## src/rtl/mccu.sv

```systemverilog
// Maximum-contention control unit: per-core quota tracker.
// Each core's budget drains by the weighted sum of its active events.
module mccu #(
    parameter int DATA_WIDTH    = 32,
    parameter int WEIGHTS_WIDTH = 7,
    parameter int N_CORES       = 1,
    parameter int CORE_EVENTS   = 1
) (
    input  logic                     clk_i,
    input  logic                     rstn_i,
    input  logic                     enable_i,
    input  logic [CORE_EVENTS-1:0]   events_i [0:N_CORES-1],
    input  logic [DATA_WIDTH-1:0]    quota_i [0:N_CORES-1],
    input  logic [WEIGHTS_WIDTH-1:0] events_weights_i [0:N_CORES-1][0:CORE_EVENTS-1],
    output logic [DATA_WIDTH-1:0]    quota_o [0:N_CORES-1],
    output logic                     interruption_quota_o [N_CORES-1:0]
);

    // Wide enough to add every weight of a core without overflow.
    localparam int SUM_WIDTH = WEIGHTS_WIDTH + $clog2(CORE_EVENTS + 1);

    logic [SUM_WIDTH-1:0]  sum       [0:N_CORES-1];
    logic [DATA_WIDTH-1:0] sum_ext   [0:N_CORES-1];
    logic [DATA_WIDTH-1:0] quota_reg [0:N_CORES-1];

    // Weighted sum of the events asserted this cycle, per core.
    always_comb begin
        for (int c = 0; c < N_CORES; c++) begin
            sum[c] = '0;
            for (int e = 0; e < CORE_EVENTS; e++) begin
                if (events_i[c][e]) begin
                    sum[c] = sum[c] + SUM_WIDTH'(events_weights_i[c][e]);
                end
            end
            sum_ext[c] = DATA_WIDTH'(sum[c]);
        end
    end

    // Load quotas while disabled, otherwise drain with a floor at zero.
    always_ff @(posedge clk_i or negedge rstn_i) begin
        if (!rstn_i) begin
            for (int c = 0; c < N_CORES; c++) begin
                quota_reg[c] <= '0;
            end
        end else begin
            for (int c = 0; c < N_CORES; c++) begin
                if (!enable_i) begin
                    quota_reg[c] <= quota_i[c];
                end else if (quota_reg[c] > sum_ext[c]) begin
                    quota_reg[c] <= quota_reg[c] - sum_ext[c];
                end else begin
                    quota_reg[c] <= '0;
                end
            end
        end
    end

    // Flag a core already at zero or about to be drained this cycle.
    always_comb begin
        for (int c = 0; c < N_CORES; c++) begin
            quota_o[c] = quota_reg[c];
            interruption_quota_o[c] = (quota_reg[c] == '0) ||
                                      (enable_i && (sum_ext[c] >= quota_reg[c]));
        end
    end

endmodule

```

## config.mk

```make
export PLATFORM = sky130hd
export DESIGN_NAME = mccu
export DESIGN_NICKNAME = d
export VERILOG_FILES = /design/src/rtl/mccu.sv
export SDC_FILE = /design/constraint.sdc
export NUM_CORES = 1
export LEC_CHECK = 0
export ABC_AREA = 1
export BUFFER_PORTS_ARGS = -buffer_cell sky130_fd_sc_hd__buf_2
export CORE_ASPECT_RATIO = 0.8
export CORE_MARGIN = 3
export CORE_UTILIZATION = 48
export DETAILED_ROUTE_END_ITERATION = 12
export GPL_TIMING_DRIVEN = 0
export MAX_ROUTING_LAYER = met4
export PLACE_DENSITY = 0.88
export SYNTH_ARGS = -nofsm -noshare
export SYNTH_HDL_FRONTEND = slang
export SYNTH_SLANG_ARGS = --single-unit
```

## constraint.sdc

```tcl
create_clock -name clk_i -period 2.2 [get_ports clk_i]
set_input_delay 0.55 -clock clk_i [delete_from_list [all_inputs] [get_ports clk_i]]
set_output_delay 0.55 -clock clk_i [all_outputs]
set_load 0.05 [all_outputs]
```

==> results.md, run 1 <==
- Cell type contributing the most total cell area after synthesis: dfrtp_1
- ANT cells: 0
- Area taken by multi-input logic gates: approximately 1700 sq um
- Worst clock skew on the final layout: 0.00543 ns
- Distinct cells, synth: 24
- Top cells by instance count after synthesis: 166 x nand2_1, 57 x inv_1, 50 x nor2_1
- Horizontal die dimension: between 80 and 90 um
- Count of max-cap constraint violations: 0
- Crit Path Max Fanout: 7
- Y dimension of the die: roughly 72 um
- Starting Density: 51.3%
- Number of nets in the layout: about 570
- Leakage power of the design: roughly 1.8 nW
- Number of rows in the core area: 23
- Drt wl/cell: roughly 15 um
- Combined area of all synthesized cells: roughly 2600 sq um
- Final routed DRC violation total: 0
- Total routing resource utilization after global routing: between 20% and 30%
- Final instance area: around 3500 sq um
- Total Negative Setup Slacks: -1.82 ns
- Post-Syn Nets: ~470
- CTS tree: done
- Number of flops mapped to enable cells by yosys: 0
- Input/output buffers: 75
- Layout cell share with drive strength beyond 1: around 28%
- Global-route wire length before repair: approximately 13 mm
- Final worst-path cycle share: 115%
- Maximum number of pins on one net before global-route repair: 33
- Worst slew margin relative to its limit: roughly 50%
- Number of placed I/O pins: 76
- Biggest area contributors in the synthesized netlist: dfrtp_1 30%, nand2_1 24%, inv_1 8.1%
- Via count: slightly above 3000
- Post-synth top area share: between 30% and 40%
- Vias per cell: 5.36
- Clock transition at the register clock pins on the worst setup and hold paths after CTS: 0.07 ns
- Final worst slack: -0.319 ns
- Setup repair after global routing missed its margin: true
- Async set or reset register ratio after synthesis: between 90% and 100%
- Number of search-and-repair iterations in the first detailed-routing pass: 5
- Placer's final routability congestion estimate: 0.925
- Pwr Total: approximately 0.0033 W
- Total congestion overflow after global routing: 0
- Total wirelength of the detailed-routed design: around 8.5 mm
- Post-Syn Instances: around 420
- Data arrival time of the worst path: 1.97 ns
- Area of the core: between 5000 and 6000 sq um
- Number of slew-limit violations in the final report: 0
- Final min period: around 2.5 ns
- Total number of clock tree sinks: 32
- Synth-to-layout area growth: 31.3%
- Die ar.: roughly 6400 sq um
- Antenna Nets Post-Route: 0
- Fill cells: 448
- Cell Area, Placed: between 3000 and 4000 sq um
- Register area share after synthesis: a little under a third
- Critical Path Sink Type: output pin
- Library cell with the highest instance count after synthesis: nand2_1
- Register bit total from synthesis: 32
- Ys flop type: dfrtp_1
- Via count of the first global-routing pass: 2823
- Violated checks: negative setup slack
- Insertion delay of the later-clocked pin in the worst-skew pair: 0.29 ns
- Category of the most critical setup path: in -> out
- Sequential cell area: 810 sq um
- Hold-fix buffer count after cts: 0
- Logic depth of the worst register-to-register path: 15
- Type of the worst min-delay path: in -> async
- Result of the run: finished, violations left
- DRC marker count from the first detailed-route iteration: about 270
- Maximum clock path buffer count: 2
- Clock root buffer: clkbuf_8
- Total setup violations reported at the end of the flow: 24
- Warning count from the yosys run: 0
- Pre-CTS setup slack: -0.515 ns
- Power per standard cell area: 937 nW/um^2
- Average cell area after synthesis: between 6 and 7 sq um
- Critical Path RT: ~1.7 ns
- Flip-flop count of the largest register after layout: 32
- Launching element type of the critical path: primary input
- Number of clock buffers inserted by TritonCTS: 5
- Final hold slack: roughly 0.32 ns
- Measured slew at the worst slew-check pin: approximately 0.75 ns
- H-tree lvl count: 2
- IR drop worst, VDD: ~0.00044 V
- Number of antenna violations at the first check in global routing: 0
- Peak Freq: 397 MHz
- Sum of net half-perimeters after detailed placement: 6.47 mm
- Final hold violations: 0
==> power breakdown <==
group          switching [W]  internal, W  total [W]
logic                0.00129     0.000615    0.00190
registers           0.000152     0.000702   0.000854
clock network       0.000241     0.000256   0.000497
total                0.00168      0.00157    0.00325
==> worst paths after layout <==
check	startpoint	end	slack, ns
worst min register to register	quota_o[23]$_DFF_PN0_	quota_o[23]$_DFF_PN0_	0.57
worst max register to register	quota_o[0]$_DFF_PN0_	quota_o[28]$_DFF_PN0_	-0.07
worst max-delay path	events_i	interruption_quota_o	-0.32
min in group clk_i	quota_i[15]	quota_o[15]$_DFF_PN0_	0.46
max in group asynchronous	rstn_i	quota_o[3]$_DFF_PN0_	1.35
worst min-delay path	rstn_i	quota_o[10]$_DFF_PN0_	0.32
==> worst max-delay path, cell delays in order <==
cell and delay [ns]:
buf_12 0.11, nand2_4 0.05, inv_2 0.04, ha_4 0.16
fa_2 0.37, inv_2 0.08, nand3_2 0.07, nand2_2 0.08
nand2_2 0.06, nand2_4 0.07, nand2_4 0.06, nand2_4 0.06
a21boi_4 0.05, buf_6 0.15
==> through the flow <==
| step | utilization (%) | instances |
|---|---|---|
| finish | 67.4 | 576 |
| global route | 67.4 | 576 |
| CTS | 65.1 | 572 |
| detailed placement | 62.2 | 558 |
| global placement | 62.2 | 558 |
| floorplan | - | 421 |
==> cell usage in the layout (no fill, tap or decap), drive strengths merged <==
master  instances
nand3          44
nor2           53
xor2            5
buf            86
a21boi          1
a21oi           4
xnor2           4
clkinv          1
inv            57
nand2         172
o21bai          1
nand4          11
clkbuf         12
dfrtp          32
ha              9
o21ai          19
nor4            2
fa              1
==> layer usage <==
| layer | vias up | part of all wire (%) | track usage (%) |
|---|---|---|---|
| li1 | 1500 | - | - |
| met4 | 0 | 1.5 | 3.80 |
| met1 | 1411 | 46 | 38.7 |
| met5 | - | 0 | - |
| met3 | 19 | 8.6 | 4.77 |
| met2 | 156 | 44 | 41.6 |
==> cell families (layout without fill, tap and decap cells) <==
family	Yosys count	count (layout)	synth area share, %
buffers and inverters	63	156	9.51
AOI/OAI and AO/OA	25	25	5.35
DFF	32	32	30.3
and+or+nand+nor	282	282	46.9
adders and majority gates	10	10	5.02
xor gates and xnor gates	9	9	2.98
==> timing repair <==
| item | 4_1_cts | 5_1_grt |
|---|---|---|
| pin swaps | 5 | 8 |
| buffers inserted | 6 | 3 |
| setup endpoints to repair | 11 | 23 |
| resized for setup | 5 | 20 |
| gates cloned | 0 | 1 |
==> layout make-up <==
class / count / share of cell area, %
flip-flops and latches: 32 / 23.3
multi-input cells: 326 / 49.9
repair buffers: 85 / 14.6
clock buffers: 8 / 2.59
inverters: 58 / 6.27
well taps: 62 / 2.23
plain buffers: 5 / 1.08
Power figures use the tool's default switching activity.
==> run 2: changes to the inputs <==
- RECOVER_POWER: default -> 100
==> results.md, run 2 (same netlist as run 1, synthesis figures left out) <==
- Total wirelength of the detailed-routed design: 8.51 mm (-0.28%)
- Type of the worst min-delay path: in -> async
- Total Negative Setup Slacks: -1.65 ns (+0.165 ns)
- Number of clock buffers inserted by TritonCTS: 5 (unchanged)
- Most common cell after layout, fill and taps aside: nand2_1
- Fill cells: 469 (+4.7%)
- Vias per cell: 5.31 (-0.87%)
- Maximum number of pins on one net before global-route repair: 33 (unchanged)
- Launch point of the critical path: events_i
- DRC marker count from the first detailed-route iteration: 268 (+1.1%)
- Final worst slack: -0.315 ns (+0.00398 ns)
- Total routing resource utilization after global routing: 27.2% (unchanged)
- Synth-to-layout area growth: 29.9%
- Result of the run: finished, violations left
- Number of search-and-repair iterations in the first detailed-routing pass: 6 (+1)
- Number of instances in the placed design: 558 (unchanged)
- Area taken by multi-input logic gates: 1730 sq um (unchanged)
- End of the critical path: interruption_quota_o
- H-tree lvl count: 2 (unchanged)
- Antenna Nets Post-Route: 0 (unchanged)
- CTS tree: done
- Count of max-cap constraint violations: 0 (unchanged)
- R2R Path Start: quota_o[0]$_DFF_PN0_
- Worst clock skew on the final layout: 0.00570 ns (+0.000276 ns)
- Drt wl/cell: 14.8 um (-0.28%)
- Number of rows in the core area: 23 (unchanged)
- Input/output buffers: 75 (unchanged)
- Launching element type of the critical path: primary input
- Horizontal die dimension: 89.0 um (unchanged)
- Number of nets in the layout: 566 (unchanged)
- Power per standard cell area: 938 nW/um^2 (+0.12%)
- Total number of clock tree sinks: 32 (unchanged)
- Via count of the first global-routing pass: 2823 (unchanged)
- Sequential cell area: 810 sq um (unchanged)
- Largest stage delay on the critical path: 0.38 ns (about the same)
- Violated checks: negative setup slack
- Cell family with most CP delay: adder cells
- Measured slew at the worst slew-check pin: 0.840 ns (+0.0913 ns)
- Levels on crit path: 14 (unchanged)
- Peak Freq: 398 MHz (+0.16%)
- Final std cells w/o fill: 576 (unchanged)
- Area of the core: 5150 sq um (unchanged)
- Clock transition at the register clock pins on the worst setup and hold paths after CTS: 0.08 ns (about the same)
- Final worst-path cycle share: 114% (-0.18 points)
- Placer's final routability congestion estimate: 0.925 (unchanged)
- Y dimension of the die: 72.4 um (unchanged)
- Flip-flop count of the largest register after layout: 32 (unchanged)
- ANT cells: 0 (unchanged)
- Number of buffer and inverter instances along the worst setup path: 4 (unchanged)
- Pwr Total: 0.00322 W (-1.0%)
- Slowest cell on the critical path: fa_2
- Crit Path Max Fanout: 7 (unchanged)
- Via count: 3059 (-0.87%)
- IR drop worst, VDD: 0.000425 V (-2.5%)
- Commonest cells after routing, fill and taps aside: 161 x nand2_1, 54 x inv_1, 49 x nor2_1
- Leakage power of the design: 1.75 nW (-5.1%)
- Critical Path RT: 1.65 ns (about the same)
- Worst R2R End: quota_o[27]$_DFF_PN0_
- Total congestion overflow after global routing: 0 (unchanged)
- Final min period: 2.52 ns (-0.00398 ns)
- Number of antenna violations at the first check in global routing: 0 (unchanged)
- Hold-fix buffer count after cts: 0 (unchanged)
- Cells traversed along the worst timing path: buf_12 > nand2_4 > inv_2 > ha_4 > fa_2 > inv_2 > nand3_2 > nand2_2 > nand2_2 > nand2_4 > nand2_4 > nand2_4 > a21boi_4 > buf_6
- Crit-path most repeated cell: nand2_4
- Layout cell share with drive strength beyond 1: 21.8% (-6.0 points)
- Category of the most critical setup path: in -> out
- Final routed DRC violation total: 0 (unchanged)
- Register-to-register setup slack: -0.07 ns (about the same)
- Clock root buffer: clkbuf_8
- Data arrival time of the worst path: 1.97 ns (about the same)
- Setup repair after global routing missed its margin: true
- Global-route wire length before repair: 13.3 mm (unchanged)
- Insertion delay of the later-clocked pin in the worst-skew pair: 0.29 ns (about the same)
- Maximum clock path buffer count: 2 (unchanged)
- Critical Path Sink Type: output pin
- Sum of net half-perimeters after detailed placement: 6.47 mm (unchanged)
- Total setup violations reported at the end of the flow: 22 (-8.3%)
- Logic depth of the worst register-to-register path: 15 (unchanged)
- Number of slew-limit violations in the final report: 0 (unchanged)
- Number of placed I/O pins: 76 (unchanged)
- Starting Density: 51.3% (unchanged)
- Final hold violations: 0 (unchanged)
- Worst slew margin relative to its limit: 44.0% (-6.1 points)
- Die ar.: 6440 sq um (unchanged)
==> run 2: timing repair <==
action / in CTS / in global routing
endpoints found under the setup margin: 11 / 23
setup buffers: 6 / 3
pin swaps: 5 / 8
resized for setup: 5 / 20
cloned: 0 / 1
==> run 2: final cells by class <==
class / count / area share [%]
plain buffers: 5 / 1.09
well taps: 62 / 2.26
inverters: 58 / 6.34
multi-input cells: 326 / 50.5
flip-flops and latches: 32 / 23.6
repair buffers: 85 / 13.6
clock buffers: 8 / 2.62
==> run 2: worst min-delay path by stage <==
stage | endpoint | from | slack, ns
final | quota_o[10]$_DFF_PN0_ | rstn_i | 0.35
after global routing | quota_o[25]$_DFF_PN0_ | rstn_i | 0.43
after CTS | quota_o[17]$_DFF_PN0_ | rstn_i | 0.35
after detailed placement | quota_o[23]$_DFF_PN0_ | quota_o[23]$_DFF_PN0_ | 0.56
after global placement | quota_o[23]$_DFF_PN0_ | quota_o[23]$_DFF_PN0_ | 0.55
after floorplan | quota_o[0]$_DFF_PN0_ | rstn_i | 0.25
==> run 2: report_power, final <==
part / switching [W] / internal [W]
logic: 0.00128 / 0.000586
clock network: 0.000242 / 0.000256
registers: 0.000154 / 0.000702
==> run 2: metrics by stage <==
stage	setup WS (ns)	util (%)	area, sq um	hold WS, ns
3_3_place_gp	-0.492	62.2	3200	0.555
5_1_grt	-0.366	66.7	3430	0.428
2_1_floorplan	-0.108	-	2750	0.254
3_5_place_dp	-0.515	62.2	3200	0.563
6_report	-0.315	66.7	3430	0.353
4_1_cts	-0.299	65.1	3350	0.354
==> run 2: routing by layer <==
layer	global-route usage, %	vias up	part of all wire, %
met5	-	-	0
met4	3.80	0	1.0
met3	4.77	14	9.8
met2	41.6	163	45
met1	38.7	1379	44
li1	-	1503	-
==> run 3: changes to the inputs <==
- TNS_END_PERCENT: default -> 1
==> results.md, run 3 (same netlist as run 1, synthesis figures left out) <==
- Category of the most critical setup path: in -> out
- Final worst-path cycle share: 116% (+1.2 points)
- Total number of clock tree sinks: 32 (unchanged)
- Drt wl/cell: 14.6 um (-1.2%)
- Insertion delay of the later-clocked pin in the worst-skew pair: 0.29 ns (about the same)
- H-tree lvl count: 2 (unchanged)
- Placer's final routability congestion estimate: 0.925 (unchanged)
- Input/output buffers: 75 (unchanged)
- Number of slew-limit violations in the final report: 0 (unchanged)
- Pre-CTS setup slack: -0.515 ns (unchanged)
- Via count of the first global-routing pass: 2800 (-0.81%)
- Layout cell share with drive strength beyond 1: 20.2% (-1.6 points)
- Clock root buffer: clkbuf_8
- Launching element type of the critical path: primary input
- Number of nets in the layout: 562 (-0.71%)
- Worst clock skew on the final layout: 0.00613 ns (+0.000425 ns)
- Horizontal die dimension: 89.0 um (unchanged)
- Measured slew at the worst slew-check pin: 0.840 ns (-0.000565 ns)
- ANT cells: 0 (unchanged)
- Violated checks: negative setup slack
- Total setup violations reported at the end of the flow: 11 (-50%)
- IR drop worst, VDD: 0.000460 V (+8.2%)
- Vias per cell: 5.28 (-0.52%)
- Crit Path Max Fanout: 7 (unchanged)
- Number of clock buffers inserted by TritonCTS: 5 (unchanged)
- Number of antenna violations at the first check in global routing: 0 (unchanged)
- Synth-to-layout area growth: 26.8%
- Final hold violations: 0 (unchanged)
- Final routed DRC violation total: 0 (unchanged)
- Area of the core: 5150 sq um (unchanged)
- Met3 layer wire length in the routed design: 698 um (-16%)
- Cell internal power dissipation: 0.00151 W (-1.9%)
- R2R Path Start: quota_o[0]$_DFF_PN0_
- Pwr Total: 0.00318 W (-1.2%)
- Type of the worst min-delay path: in -> async
- Power per standard cell area: 949 nW/um^2 (+1.2%)
- Maximum number of pins on one net before global-route repair: 33 (unchanged)
- Peak Freq: 393 MHz (-1.1%)
- Number of rows in the core area: 23 (unchanged)
- Leakage power of the design: 1.71 nW (-2.1%)
- CTS tree: done
- Wire length on met2: 3.76 mm (-1.4%)
- Clock transition at the register clock pins on the worst setup and hold paths after CTS: 0.07 ns (about the same)
- Uppermost layer routed: met4
- Die ar.: 6440 sq um (unchanged)
- Worst R2R End: quota_o[22]$_DFF_PN0_
- Maximum clock path buffer count: 2 (unchanged)
- Final worst slack: -0.342 ns (-0.0271 ns)
- Part of the power in the clock network: 15.5% (about the same)
- Via count: 3022 (-1.2%)
- Most common cell after layout, fill and taps aside: nand2_1
- Fill cells: 481 (+2.6%)
- Total routing resource utilization after global routing: 27.1% (-0.097 points)
- Logic depth of the worst register-to-register path: 14 (-1)
- Sequential group share of total power: 26.9% (+0.3 points)
- Antenna Nets Post-Route: 0 (unchanged)
- Power spent charging and discharging nets: 0.00167 W (-0.56%)
- Number of search-and-repair iterations in the first detailed-routing pass: 5 (-1)
- Sum of net half-perimeters after detailed placement: 6.47 mm (unchanged)
- Sw frac: 52.4% (+0.34 points)
- Starting Density: 51.3% (unchanged)
- Flip-flop count of the largest register after layout: 32 (unchanged)
- Global-route wire length before repair: 13.2 mm (-0.47%)
- Final min period: 2.54 ns (+0.0271 ns)
- Commonest cells after routing, fill and taps aside: 162 x nand2_1, 54 x inv_1, 49 x nor2_1
- Count of max-cap constraint violations: 0 (unchanged)
- Critical Path Sink Type: output pin
- Final hold slack: 0.356 ns (+0.00341 ns)
- Register-to-register setup slack: -0.05 ns (+0.02 ns)
- Worst slew margin relative to its limit: 44.0% (about the same)
- Total wirelength of the detailed-routed design: 8.35 mm (-1.9%)
- DRT met1 WL: 3.81 mm (+0.55%)
- Number of placed I/O pins: 76 (unchanged)
- Y dimension of the die: 72.4 um (unchanged)
- Data arrival time of the worst path: 1.99 ns (+0.02 ns)
- Comb pwr share: 57.6% (-0.4 points)
- Result of the run: finished, violations left
- Total congestion overflow after global routing: 0 (unchanged)
- Critical Path RT: 1.65 ns (about the same)
- Setup repair after global routing missed its margin: true
- DRC marker count from the first detailed-route iteration: 208 (-22%)
run 3: cell count changes in the layout (fill, tap and decap cells not counted), sizes merged:
cell	change
buf	-3
clkbuf	-1
run 3: timing repair:
action | 4_1_cts | 5_1_grt
setup buffers | 4 | 2
cloned | 0 | 0
gates resized for setup | 6 | 11
hold buffers | 0 | 0
setup endpoints to repair | 11 | 24
pin swaps | 4 | 4
run 3: worst max-delay path by stage:
stage,slack (ns),end,from
finish,-0.34,interruption_quota_o,events_i
floorplan,-0.11,interruption_quota_o,events_weights_i[0]
global route,-0.40,interruption_quota_o,events_i
detailed placement,-0.51,interruption_quota_o,events_i
global placement,-0.49,interruption_quota_o,events_i
CTS,-0.30,interruption_quota_o,events_i
run 3: cell type report:
type	instances	area, sq um	share of cell area [%]
flip-flops and latches	32	810	24.2
multi-input cells	326	1710	51.0
clock buffers	8	90.1	2.69
plain buffers	5	37.5	1.12
inverters	58	218	6.49
repair buffers	81	409	12.2
well taps	62	77.6	2.31
run 3: stage by stage:
step / area (sq um) / cells / setup TNS [ns] / utilization, %
after floorplan: 2750 / 421 / -0.108 / -
after global placement: 3200 / 558 / -6.58 / 62.2
after detailed placement: 3200 / 558 / -7.71 / 62.2
after CTS: 3340 / 570 / -0.459 / 64.9
after global routing: 3350 / 572 / -2.53 / 65.1
final: 3350 / 572 / -1.14 / 65.1
run 3: metal layers:
| layer | global-route usage [%] | vias to the layer above |
|---|---|---|
| li1 | - | 1487 |
| met1 | 38.5 | 1382 |
| met2 | 41.3 | 140 |
| met3 | 4.77 | 13 |
| met4 | 4.30 | 0 |
| met5 | - | - |
run 3: critical path, cell delays in order:
cell and delay, ns:
buf_12 0.11, nand2_4 0.05, inv_2 0.04, ha_4 0.15, fa_2 0.39, inv_2 0.09, nand3_2 0.07, nand2_2 0.08
nand2_2 0.06, nand2_4 0.07, nand2_4 0.06, nand2_4 0.06, a21boi_4 0.05, buf_6 0.15
run 3: power groups by stage:
stage,logic [W],registers [W],clock network [W]
after floorplan,0.000942,0.00121,0
after global placement,0.00170,0.000857,0
after detailed placement,0.00173,0.000859,0
after CTS,0.00179,0.000849,0.000499
after global routing,0.00198,0.000874,0.000523
final,0.00183,0.000856,0.000493
